===== src/rtl/cdb_arbiter.sv =====
// cdb_arbiter: round-robin arbiter for the Common Data Bus.
// Finished functional units / reservation stations hold Req with their tag,
// result and destination register. One winner per cycle is broadcast on
// registered CDB outputs. The one-cycle Grant pulse is the winner's acknowledge.
module cdb_arbiter #(
  parameter int N_REQ  = 4,
  parameter int DATA_W = 16,
  parameter int TAG_W  = 3
) (
  input  logic                      Clock,
  input  logic                      Reset,
  input  logic [N_REQ-1:0]          Req,
  input  logic [N_REQ*TAG_W-1:0]    Tag_in,
  input  logic [N_REQ*DATA_W-1:0]   Value_in,
  input  logic [N_REQ*3-1:0]        Rdst_in,
  input  logic                      Stall,
  output logic [N_REQ-1:0]          Grant,
  output logic                      Cdb_valid,
  output logic [TAG_W-1:0]          Cdb_tag,
  output logic [DATA_W-1:0]         Cdb_value,
  output logic [2:0]                Cdb_rdst,
  output logic                      Tag_error
);

  localparam int PTR_W = (N_REQ > 1) ? $clog2(N_REQ) : 1;

  logic [N_REQ-1:0]  grant_q,     grant_d;
  logic              cdb_valid_q, cdb_valid_d;
  logic [TAG_W-1:0]  cdb_tag_q,   cdb_tag_d;
  logic [DATA_W-1:0] cdb_value_q, cdb_value_d;
  logic [2:0]        cdb_rdst_q,  cdb_rdst_d;
  logic              tag_error_q, tag_error_d;
  logic [PTR_W-1:0]  ptr_q,       ptr_d;

  logic [N_REQ-1:0]  eligible;
  logic              found;
  logic [PTR_W-1:0]  win;

  // Eligibility: requesting, non-zero tag, and not the station acknowledged last
  // edge (it is still holding Req for one cycle before it can drop it).
  always_comb begin
    eligible    = '0;
    tag_error_d = 1'b0;
    for (int i = 0; i < N_REQ; i++) begin
      eligible[i] = Req[i] && (Tag_in[i*TAG_W +: TAG_W] != '0) && !grant_q[i];
      if (Req[i] && (Tag_in[i*TAG_W +: TAG_W] == '0))
        tag_error_d = 1'b1;
    end
  end

  // Round-robin scan starting at ptr_q, wrapping modulo N_REQ.
  always_comb begin
    int idx;
    found = 1'b0;
    win   = '0;
    idx   = 0;
    for (int k = 0; k < N_REQ; k++) begin
      idx = int'(ptr_q) + k;
      if (idx >= N_REQ)
        idx = idx - N_REQ;
      if (!found && eligible[idx]) begin
        found = 1'b1;
        win   = PTR_W'(idx);
      end
    end
  end

  // Next broadcast: load the winner's fields, otherwise hold the bus payload
  // (it is qualified by Cdb_valid) and leave the pointer alone.
  always_comb begin
    grant_d     = '0;
    cdb_valid_d = 1'b0;
    cdb_tag_d   = cdb_tag_q;
    cdb_value_d = cdb_value_q;
    cdb_rdst_d  = cdb_rdst_q;
    ptr_d       = ptr_q;
    if (!Stall && found) begin
      grant_d[win] = 1'b1;
      cdb_valid_d  = 1'b1;
      cdb_tag_d    = Tag_in[int'(win)*TAG_W +: TAG_W];
      cdb_value_d  = Value_in[int'(win)*DATA_W +: DATA_W];
      cdb_rdst_d   = Rdst_in[int'(win)*3 +: 3];
      if (win == PTR_W'(N_REQ - 1))
        ptr_d = '0;
      else
        ptr_d = win + 1'b1;
    end
  end

  // Registered CDB outputs and pointer; reset discards any pending grant.
  always_ff @(posedge Clock) begin
    if (Reset) begin
      grant_q     <= '0;
      cdb_valid_q <= 1'b0;
      cdb_tag_q   <= '0;
      cdb_value_q <= '0;
      cdb_rdst_q  <= '0;
      tag_error_q <= 1'b0;
      ptr_q       <= '0;
    end else begin
      grant_q     <= grant_d;
      cdb_valid_q <= cdb_valid_d;
      cdb_tag_q   <= cdb_tag_d;
      cdb_value_q <= cdb_value_d;
      cdb_rdst_q  <= cdb_rdst_d;
      tag_error_q <= tag_error_d;
      ptr_q       <= ptr_d;
    end
  end

  assign Grant     = grant_q;
  assign Cdb_valid = cdb_valid_q;
  assign Cdb_tag   = cdb_tag_q;
  assign Cdb_value = cdb_value_q;
  assign Cdb_rdst  = cdb_rdst_q;
  assign Tag_error = tag_error_q;

endmodule

===== config.mk =====
export PLATFORM = sky130hd
export DESIGN_NAME = cdb_arbiter
export DESIGN_NICKNAME = d
export VERILOG_FILES = /design/src/rtl/cdb_arbiter.sv
export SDC_FILE = /design/constraint.sdc
export NUM_CORES = 1
export LEC_CHECK = 0
export ABC_AREA = 1
export CAP_MARGIN = 20
export CORE_MARGIN = 4
export CORE_UTILIZATION = 42
export DETAILED_ROUTE_END_ITERATION = 10
export PLACE_DENSITY = 0.82
export SYNTH_ARGS = -nofsm -noshare
export SYNTH_HDL_FRONTEND = slang
export SYNTH_SLANG_ARGS = --single-unit

===== constraint.sdc =====
create_clock -name Clock -period 2.5 [get_ports Clock]
set_input_delay 0.5 -clock Clock [delete_from_list [all_inputs] [get_ports Clock]]
set_output_delay 0.5 -clock Clock [all_outputs]
set_load 0.02 [all_outputs]

==> key figures, run 1 <==
Synthesis
  • Ranking of synthesized cells by area: nand3_1 (24%), dfxtp_1 (23%), inv_1 (18%)
  • Top-count cell post-synth: nand3_1
  • Synth area leader: nand3_1
  • Register area share after synthesis: between 20% and 30%
  • Syn Nets: 574
  • Yosys top cell area share: about a quarter
  • Post-synthesis register bit count: 30
  • Mapped Area: about 0.0026 sq mm
  • EDFF count, synth: 0
  • Synth Flop Type: dfxtp_1
  • Syn avg cell area: approximately 5.5 sq um
  • Yosys cell types: 23
  • Synth warn: 0
  • Top cells by count, synth: nand3_1 (127), inv_1 (124), nand2_1 (84), nor2_1 (60), dfxtp_1 (30)
  • Post-synth ARST share: 0%
  • Post-Syn Instances: about 480

Clocking
  • H-tree levels: 2
  • Root Buffer: clkbuf_8
  • Worst-path clk slew: 0.07 ns
  • Clock Path Buffers: 2
  • Cts bufs inserted: 5
  • CTS tree: built
  • Skew-Pair Late Insertion Delay: roughly 0.28 ns
  • Post-CTS Setup Bufs: 0
  • Clock sinks: 30
  • Hold Buf Count CTS: 0
  • Resize count post-CTS: 0

GRT
  • Number of global-route vias before repair: between 3000 and 4000
  • Tot GR Track Use: about 22%
  • Total grt overflow: 0
  • Initial antenna violation count: 0
  • Pin count of the biggest net entering global routing: 29
  • First-pass GRT wire length: about 13000 um

Outcome
  • Status: complete, no violations

Floorplan
  • Std cell rows: 28
  • Die H: a little under 90 um
  • Die X: 86.8 um
  • Core Area: about 0.006 sq mm
  • Boundary Pins: between 100 and 150
  • Die area: approximately 0.0075 sq mm
  • Initial Util: a little over two fifths

Finish
  • Area growth syn-to-layout: 60.0%
  • Nets: 712
  • Number of antenna diodes: 0
  • Final std cells w/o fill: a little under 700
  • Share of layout cells above drive strength 1: under 10%
  • Fillers: ~540

Setup path
  • Critical Path RT: approximately 2.7 ns
  • Critical path startpoint category: input pin
  • Critical path arrival: about 2.5 ns
  • Cell mode on critical path: nand2_1
  • Worst setup path class: input pin to register
  • Max incr delay on CP: between 0.4 and 0.5 ns
  • Slowest-stage cell, CP: clkdlybuf4s50_1
  • Worst R2R Start: ptr_q[0]$_SDFFE_PP0P_
  • CP Launch Point: Tag_in[9]
  • Crit path cell chain: clkdlybuf4s50_1, nor2_2, nand2_1, nand3_1, nand2_1, o21ai_1, nand4_4, buf_4, inv_2, nor2_4, buf_4, nor2_1, nor2_1, nand2_1, inv_1
  • CP endpoint kind: register
  • CP max FO: 12

Place
  • Post-placement cell count: 681
  • Input/output buffers: 122
  • Hpwl dp: between 6000 and 7000 um
  • Gpl congestion: 0.894

Power and ir drop
  • Lkg Pwr: between 0.002 and 0.0025 uW
  • Tot Pwr: 5340 uW
  • VDD IR max: 0.623 mV
  • Cell Pwr Density: 1280 mW/mm^2

STA
  • RSZ-0062 raised after global routing: yes
  • Period utilization: between 90 and 100%
  • Min Clock Period, post-route: 2.35 ns
  • Fmax: ~430 MHz
  • Slew Viols, Final: 0
  • Final setup violation count: 0
  • Slew Limit Headroom: 57.9%
  • Clk_skew: around 0.0076 ns
  • Final hold vios: 0
  • Slew @ Worst Pin: 0.629 ns

Drt
  • Post-DR wirelength/cell: ~12 um
  • WL final: between 8000 and 9000 um
  • First-pass DRT Iterations: 6
  • Vias after detailed routing: 3291
  • Number of nets with antenna violations after routing: 0
  • 1st-iter DRT viols: approximately 90
  • DRC viols: 0
  • Vias/cell: ~4.8

Hold path
  • Hold Startpoint: Cdb_value[10]$_SDFFE_PP0P_
  • Hold/Removal Path Class: register to register

Job
  • Maxcap violations: 0
[kinds of logic (layout without fill, tap and decap cells)]
kind of cell | after synthesis | count (layout) | share of synthesized area (%)
simple gates | 277 | 277 | 47.8
compound gates | 11 | 11 | 2.54
buf+inv | 152 | 291 | 24.1
flops | 30 | 30 | 23.0
fa+ha+maj | 4 | 4 | 1.92
xor+xnor | 1 | 1 | 0.623
[cell type report]
cell class / instances / area, sq um / area share, %
timing repair buffer: 156 / 1510 / 36.2
multi-input combinational: 293 / 1400 / 33.6
sequential: 30 / 601 / 14.4
inverter: 127 / 477 / 11.4
tap: 75 / 93.8 / 2.25
clock buffer: 7 / 86.3 / 2.07
clock inverter: 1 / 5.00 / 0.120
[worst paths after layout]
| check | endpoint | slack [ns] | cells after the start |
|---|---|---|---|
| worst max-delay path | Cdb_rdst[1]$_SDFFE_PP0P_ | 0.15 | 15 |
| worst min-delay path | Cdb_value[10]$_SDFFE_PP0P_ | 0.57 | 4 |
| worst max register to register | Cdb_rdst[1]$_SDFFE_PP0P_ | 0.39 | 13 |
| worst min register to register | Cdb_value[10]$_SDFFE_PP0P_ | 0.57 | 4 |
[flip-flops by register name, summed over array words and instances (netlist names)]
| name | count |
|---|---|
| Cdb_value | 16 |
| Grant | 4 |
| Cdb_valid | 1 |
| Cdb_tag | 3 |
| ptr_q | 2 |
| Cdb_rdst | 3 |
| Tag_error | 1 |
[per-stage QoR]
step	TNS, ns	worst slack [ns]	util (%)	hold slack (ns)	instance area, sq um
4_1_cts	0	0.0720	69.1	0.574	4140
2_1_floorplan	0	0.286	-	0.566	2610
3_3_place_gp	-2.40	-0.114	67.6	0.541	4050
6_report	0	0.154	69.7	0.571	4180
5_1_grt	-0.0968	-0.0267	69.7	0.614	4180
3_5_place_dp	-4.29	-0.226	67.6	0.560	4050
[per-layer routing]
metal / up-vias / routed length (um) / share of wire (%) / track usage (%)
met5: - / 0 / 0 / 0
met4: 0 / 86 / 1.1 / 6.23
met3: 10 / 751 / 9.3 / 6.27
met2: 136 / 3950 / 49 / 39.2
met1: 1448 / 3300 / 41 / 24.6
li1: 1697 / - / - / -
[power by group]
part / switching, uW / internal, uW
clock: 184 / 222
combinational: 2390 / 1720
sequential: 137 / 690
[worst max-delay path, delay by kind of cell]
kind                   cells  cell delay, ns
buffers and inverters      5            0.89
AO/OA/AOI/OAI              1            0.21
AND/OR/NAND/NOR            9            0.91
[layout by cell type (no fill, tap or decap)]
master / netlist / layout
nand3_1: 127 / 127
inv_1: 124 / 124
clkdlybuf4s50_1: 0 / 122
nand2_1: 84 / 84
nor2_1: 60 / 55
dfxtp_1: 30 / 30
buf_4: 2 / 28
clkbuf_8: 0 / 6
nor2_2: 0 / 4
a21oi_1: 4 / 4
ha_1: 4 / 4
buf_6: 5 / 4
inv_2: 3 / 3
nand2_4: 3 / 3
o21ai_1: 1 / 2
xnor2_2: 1 / 1
nand3_2: 1 / 1
nand4_4: 1 / 1
a21boi_2: 0 / 1
nand4_1: 1 / 1
a21oi_2: 1 / 1
o21ai_2: 1 / 1
nor2_4: 0 / 1
o21ai_0: 2 / 1
o22ai_1: 1 / 1
clkinv_2: 0 / 1
clkbuf_1: 7 / 1
buf_8: 0 / 1
buf_12: 0 / 1
No activity file was read; power rests on OpenSTA's default activity.
==> run 2: changes to the inputs <==
- CELL_PAD_IN_SITES_DETAIL_PLACEMENT: unset -> 0
- CELL_PAD_IN_SITES_GLOBAL_PLACEMENT: unset -> 1
- CORE_UTILIZATION: 42 -> 29
- PLACE_DENSITY: 0.82 -> 0.88
- SKIP_CTS_REPAIR_TIMING: unset -> 1
- clock period: 2.5 -> 2.89 ns (I/O delays scaled with it)
==> run 2 against run 1 <==
Count of clock-buffer cells in the layout is 1 lower. Hold slack got worse by 0.0045 ns. Final cell count up 2.3%. Sequential power is 14% lower. Die area rose by 40%. Via count down 1.9%. Highest routed layer unchanged.
==> key figures, run 2 (synthesized netlist as in run 1, its figures left out) <==
GRT
  • Number of global-route vias before repair: ~3100
  • Total grt overflow: 0
  • First-pass GRT wire length: roughly 14000 um
  • Pin count of the biggest net entering global routing: 29
  • Initial antenna violation count: 0
  • Tot GR Track Use: between 10% and 20%

STA
  • Slew @ Worst Pin: around 0.75 ns
  • Period utilization: between 80 and 90%
  • Slew Viols, Final: 0
  • Fmax: just over 400 MHz
  • Clk_skew: between 0.009 and 0.01 ns
  • Slew Limit Headroom: approximately half
  • Setup TNS: 0 ns
  • Final hold vios: 0
  • Final setup violation count: 0
  • Min Clock Period, post-route: 2.48 ns
  • RSZ-0062 raised after global routing: no

Finish
  • Share of layout cells above drive strength 1: 6.20%
  • Max reg flops: 16
  • Area growth syn-to-layout: 55.9%
  • Number of antenna diodes: 0
  • Most common cell after layout, fill and taps aside: nand3_1
  • Nets: between 600 and 700
  • Most frequent cells in the layout: nand3_1 (127), inv_1 (124), clkdlybuf4s50_1 (122), nand2_1 (84), nor2_1 (59)

Power and ir drop
  • Tot Pwr: ~4600 uW
  • VDD IR max: 0.439 mV
  • Cell Pwr Density: 1130 mW/mm^2
  • Lkg Pwr: ~0.0022 uW

Place
  • Hpwl dp: ~7300 um
  • Input/output buffers: 122
  • Gpl congestion: 0.864

Drt
  • DRC viols: 0
  • Vias/cell: between 4 and 5
  • Vias after detailed routing: between 3000 and 4000
  • 1st-iter DRT viols: 129
  • First-pass DRT Iterations: 4
  • Post-DR wirelength/cell: approximately 13 um
  • Number of nets with antenna violations after routing: 0
  • WL final: 9090 um

Clocking
  • Skew-Pair Late Insertion Delay: ~0.28 ns
  • Clock Path Buffers: 2
  • Cts bufs inserted: 5
  • Root Buffer: clkbuf_8
  • H-tree levels: 2
  • Clock sinks: 30
  • Worst-path clk slew: approximately 0.070 ns
  • CTS tree: built

Setup path
  • CP max FO: 9
  • CP endpoint kind: register
  • Critical path arrival: roughly 2.6 ns
  • Slowest-stage cell, CP: clkdlybuf4s50_1
  • Max incr delay on CP: about 0.5 ns
  • Crit path cell chain: clkdlybuf4s50_1, inv_1, nor2_1, nand3_1, nand3_2, nand2_4, nand2_1, nand2_1, nand2_1, nand2_4, nand2_4, inv_1, ha_1, o21ai_0, a21oi_1
  • Critical Path RT: between 3 and 4 ns
  • Critical path startpoint category: input pin
  • Worst setup path class: input pin to register

Floorplan
  • Initial Util: between 20% and 30%
  • Core Area: slightly below 0.009 sq mm
  • Die area: about 0.011 sq mm
  • Std cell rows: 34
  • Die H: ~100 um
  • Boundary Pins: approximately 120
  • Die X: between 100 and 150 um

Hold path
  • Hold/Removal Path Class: register to register

Outcome
  • Status: complete, no violations

Job
  • Maxcap violations: 0
==> run 2: cell types whose count changed in the layout (fill, tap and decap cells not counted), moves of 4 or more <==
cell	before	now
nor2_1	55	59
nor2_2	4	0
buf_4	28	15
buf_6	4	0
==> run 2: critical path: cells and delay by family <==
family          cells  cell delay (ns)
simple gates        9             0.90
compound gates      2             0.22
fa+ha+maj           1             0.30
buf+inv             3             0.63
==> run 2: stage by stage <==
stage / hold WS, ns / util [%] / cells / instance area (sq um) / worst slack, ns
floorplan: 0.566 / - / 475 / 2610 / 0.598
global placement: 0.545 / 45.6 / 697 / 3970 / 0.198
detailed placement: 0.558 / 45.6 / 697 / 3970 / 0.112
CTS: 0.573 / 46.7 / 705 / 4070 / 0.400
global route: 0.609 / 46.7 / 705 / 4070 / 0.241
finish: 0.567 / 46.7 / 705 / 4070 / 0.413
==> run 2: layout make-up <==
| cell class | instances | area [sq um] |
|---|---|---|
| Timing Repair Buffer | 139 | 1370 |
| Clock buffer | 6 | 82.6 |
| Fill cell | 893 | 4650 |
| Sequential cell | 30 | 601 |
| Inverter | 127 | 477 |
| Tap cell | 108 | 135 |
| Multi-Input combinational cell | 293 | 1390 |
| Clock inverter | 2 | 12.5 |
==> run 2: metal layers <==
| metal | vias to the layer above | GRT usage, % | wire length, um |
|---|---|---|---|
| li1 | 1667 | - | - |
| met1 | 1402 | 21.1 | 4110 |
| met2 | 148 | 28.5 | 3890 |
| met3 | 11 | 4.26 | 964 |
| met4 | 0 | 5.38 | 121 |
| met5 | - | 0 | 0 |
==> run 2: report_power, final <==
part | switching [uW] | internal [uW] | leakage [uW]
clock | 169 | 191 | 0.0000472
sequential | 117 | 596 | 0.000249
combinational | 2100 | 1430 | 0.00192
total | 2390 | 2210 | 0.00221
==> run 2: final timing paths <==
check                                start                        to  slack (ns)  depth (start not counted)
setup / recovery                    Req[3]     ptr_q[1]$_SDFFE_PP0P_        0.41                         15
hold / removal    Cdb_rdst[2]$_SDFFE_PP0P_  Cdb_rdst[2]$_SDFFE_PP0P_        0.57                          4
hold reg to reg   Cdb_rdst[2]$_SDFFE_PP0P_  Cdb_rdst[2]$_SDFFE_PP0P_        0.57                          4
setup reg to reg     ptr_q[0]$_SDFFE_PP0P_     ptr_q[1]$_SDFFE_PP0P_        0.69                         14
==> run 3: changes to the inputs <==
- clock period: 2.89 -> 3.07 ns (I/O delays scaled with it)
==> run 3 against run 2 <==
Register-to-register slack gained 0.18 ns. Utilization down 0.40 points. Wire length up 0.18%. Sequential share of layout area increased by 0.13 points. Clock skew fell by 0.0076 ns. Global-route usage is 0.17 points higher. Final cell count is 0.43% lower. Hold slack worse by 0.00078 ns. Critical endpoint is now Cdb_value[11]$_SDFFE_PP0P_. Largest power group unchanged.
==> key figures, run 3 (synthesized netlist as in run 1, its figures left out) <==
Power and ir drop
  • Combinational power share: 75.9%
  • Net switching power: ~2200 uW
  • Tot Pwr: between 4000 and 5000 uW
  • Lkg Pwr: 0.00219 uW
  • Sw Ratio: between 50 and 60%
  • Cell Pwr Density: 1050 mW/mm^2
  • VDD IR max: slightly below 0.6 mV
  • Internal power: ~2000 uW
  • Reg power frac: between 10% and 20%
  • Clock share of power: about 8.2%

Drt
  • DRC viols: 0
  • Post-DR wirelength/cell: 13.0 um
  • WL final: between 9000 and 10000 um
  • First-pass DRT Iterations: 4
  • Number of nets with antenna violations after routing: 0
  • Vias/cell: 4.52
  • Vias after detailed routing: 3176
  • 1st-iter DRT viols: between 150 and 200

Setup path
  • Critical path startpoint category: input pin
  • Critical Path RT: 3.26 ns
  • R2r setup slk: 0.87 ns
  • Critical path arrival: ~2.7 ns
  • CP endpoint kind: register
  • Slowest-stage cell, CP: clkdlybuf4s50_1
  • Worst setup path class: input pin to register
  • Cell mode on critical path: nand2_1
  • Cells on worst reg2reg path: 12
  • Crit path cell chain: clkdlybuf4s50_1, inv_1, nor2_1, nand3_1, nand2_1, nand2_1, nand2_1, nand2_1, nand2_1, nand2_1, nand2_4, buf_4, nand3_1, nand3_1, nand3_1, nand2_1, inv_1
  • Max incr delay on CP: roughly 0.48 ns
  • CP max FO: 23

Floorplan
  • Boundary Pins: roughly 120
  • Die H: between 100 and 150 um
  • Initial Util: roughly 30%
  • Core Area: a little under 0.009 sq mm
  • Die X: 103 um
  • Std cell rows: 34
  • Die area: 0.0106 sq mm

Finish
  • Share of layout cells above drive strength 1: about 5.7%
  • Most frequent cells in the layout: nand3_1 (127), inv_1 (124), clkdlybuf4s50_1 (122), nand2_1 (84), nor2_1 (59)
  • Nets: 692
  • Area growth syn-to-layout: 54.6%
  • Max reg flops: 16
  • Fillers: around 880
  • Number of antenna diodes: 0
  • Most common cell after layout, fill and taps aside: nand3_1

Clocking
  • Cts bufs inserted: 5
  • Clock Path Buffers: 2
  • Worst-path clk slew: 0.07 ns
  • Skew-Pair Late Insertion Delay: 0.28 ns
  • Root Buffer: clkbuf_8
  • Clock sinks: 30
  • CTS tree: built
  • H-tree levels: 2

GRT
  • Initial antenna violation count: 0
  • Pin count of the biggest net entering global routing: 25
  • Total grt overflow: 0
  • Number of global-route vias before repair: 3192
  • Tot GR Track Use: around 17%
  • First-pass GRT wire length: 14500 um

STA
  • Clk_skew: around 0.002 ns
  • Min Clock Period, post-route: approximately 2.5 ns
  • Final setup violation count: 0
  • Slew Viols, Final: 0
  • Slew Limit Headroom: between 40 and 50%
  • Fmax: between 300 and 400 MHz
  • Period utilization: 82.3%
  • Final hold vios: 0
  • Slew @ Worst Pin: about 0.75 ns
  • Setup TNS: 0 ns
  • RSZ-0062 raised after global routing: no

Hold path
  • Hold Crit Depth: 4
  • Hold/Removal Path Class: register to register

Outcome
  • Status: complete, no violations

Job
  • Maxcap violations: 0

Place
  • Hpwl dp: a little over 7000 um
  • Gpl congestion: between 0.8 and 0.9
  • Input/output buffers: ~120
## run 3: cell types whose count changed in the layout (fill, tap and decap cells not counted)
| cell | change |
|---|---|
| buf_12 | -1 |
| buf_4 | -2 |
## run 3: per-stage QoR
step           hold WS, ns  setup WS (ns)  utilization, %  area, sq um  instances
3_5_place_dp         0.554          0.242            45.2         3940        694
3_3_place_gp         0.543          0.273            45.2         3940        694
5_1_grt              0.611          0.301            46.3         4030        702
4_1_cts              0.574          0.522            46.3         4030        702
6_report             0.566          0.543            46.3         4030        702
2_1_floorplan        0.566          0.742               -         2610        475
## run 3: layout make-up
cell class	count	area (sq um)	area share, %
multi-input cells	293	1390	34.4
inverters	127	477	11.8
flip-flops and latches	30	601	14.9
clock buffers	6	82.6	2.05
repair buffers	136	1340	33.2
clock inverters	2	12.5	0.310
well taps	108	135	3.35
## run 3: path summary, 6_finish.rpt
path                         startpoint                    endpoint
min reg2reg  Cdb_value[12]$_SDFFE_PP0P_  Cdb_value[12]$_SDFFE_PP0P_
min          Cdb_value[12]$_SDFFE_PP0P_  Cdb_value[12]$_SDFFE_PP0P_
max                              Req[1]  Cdb_value[11]$_SDFFE_PP0P_
max reg2reg       ptr_q[0]$_SDFFE_PP0P_  Cdb_value[15]$_SDFFE_PP0P_
## run 3: critical path: cells and delay by family
family	cells	cell delay, ns
buf+inv	4	0.83
simple gates	13	1.25
## run 3: power groups by stage
stage	Sequential (uW)	Combinational (uW)	Clock [uW]
6_report	671	3210	347
5_1_grt	696	3580	373
4_1_cts	674	3250	357
3_5_place_dp	680	3240	0
3_3_place_gp	678	3200	0
2_1_floorplan	847	2080	0
## run 3: routing by layer
layer	vias to the layer above	wire length [um]	GRT usage (%)
met5	-	0	0
met4	0	183	5.58
met3	16	1070	4.47
met2	154	3770	27.3
met1	1346	4090	22.4
li1	1660	-	-
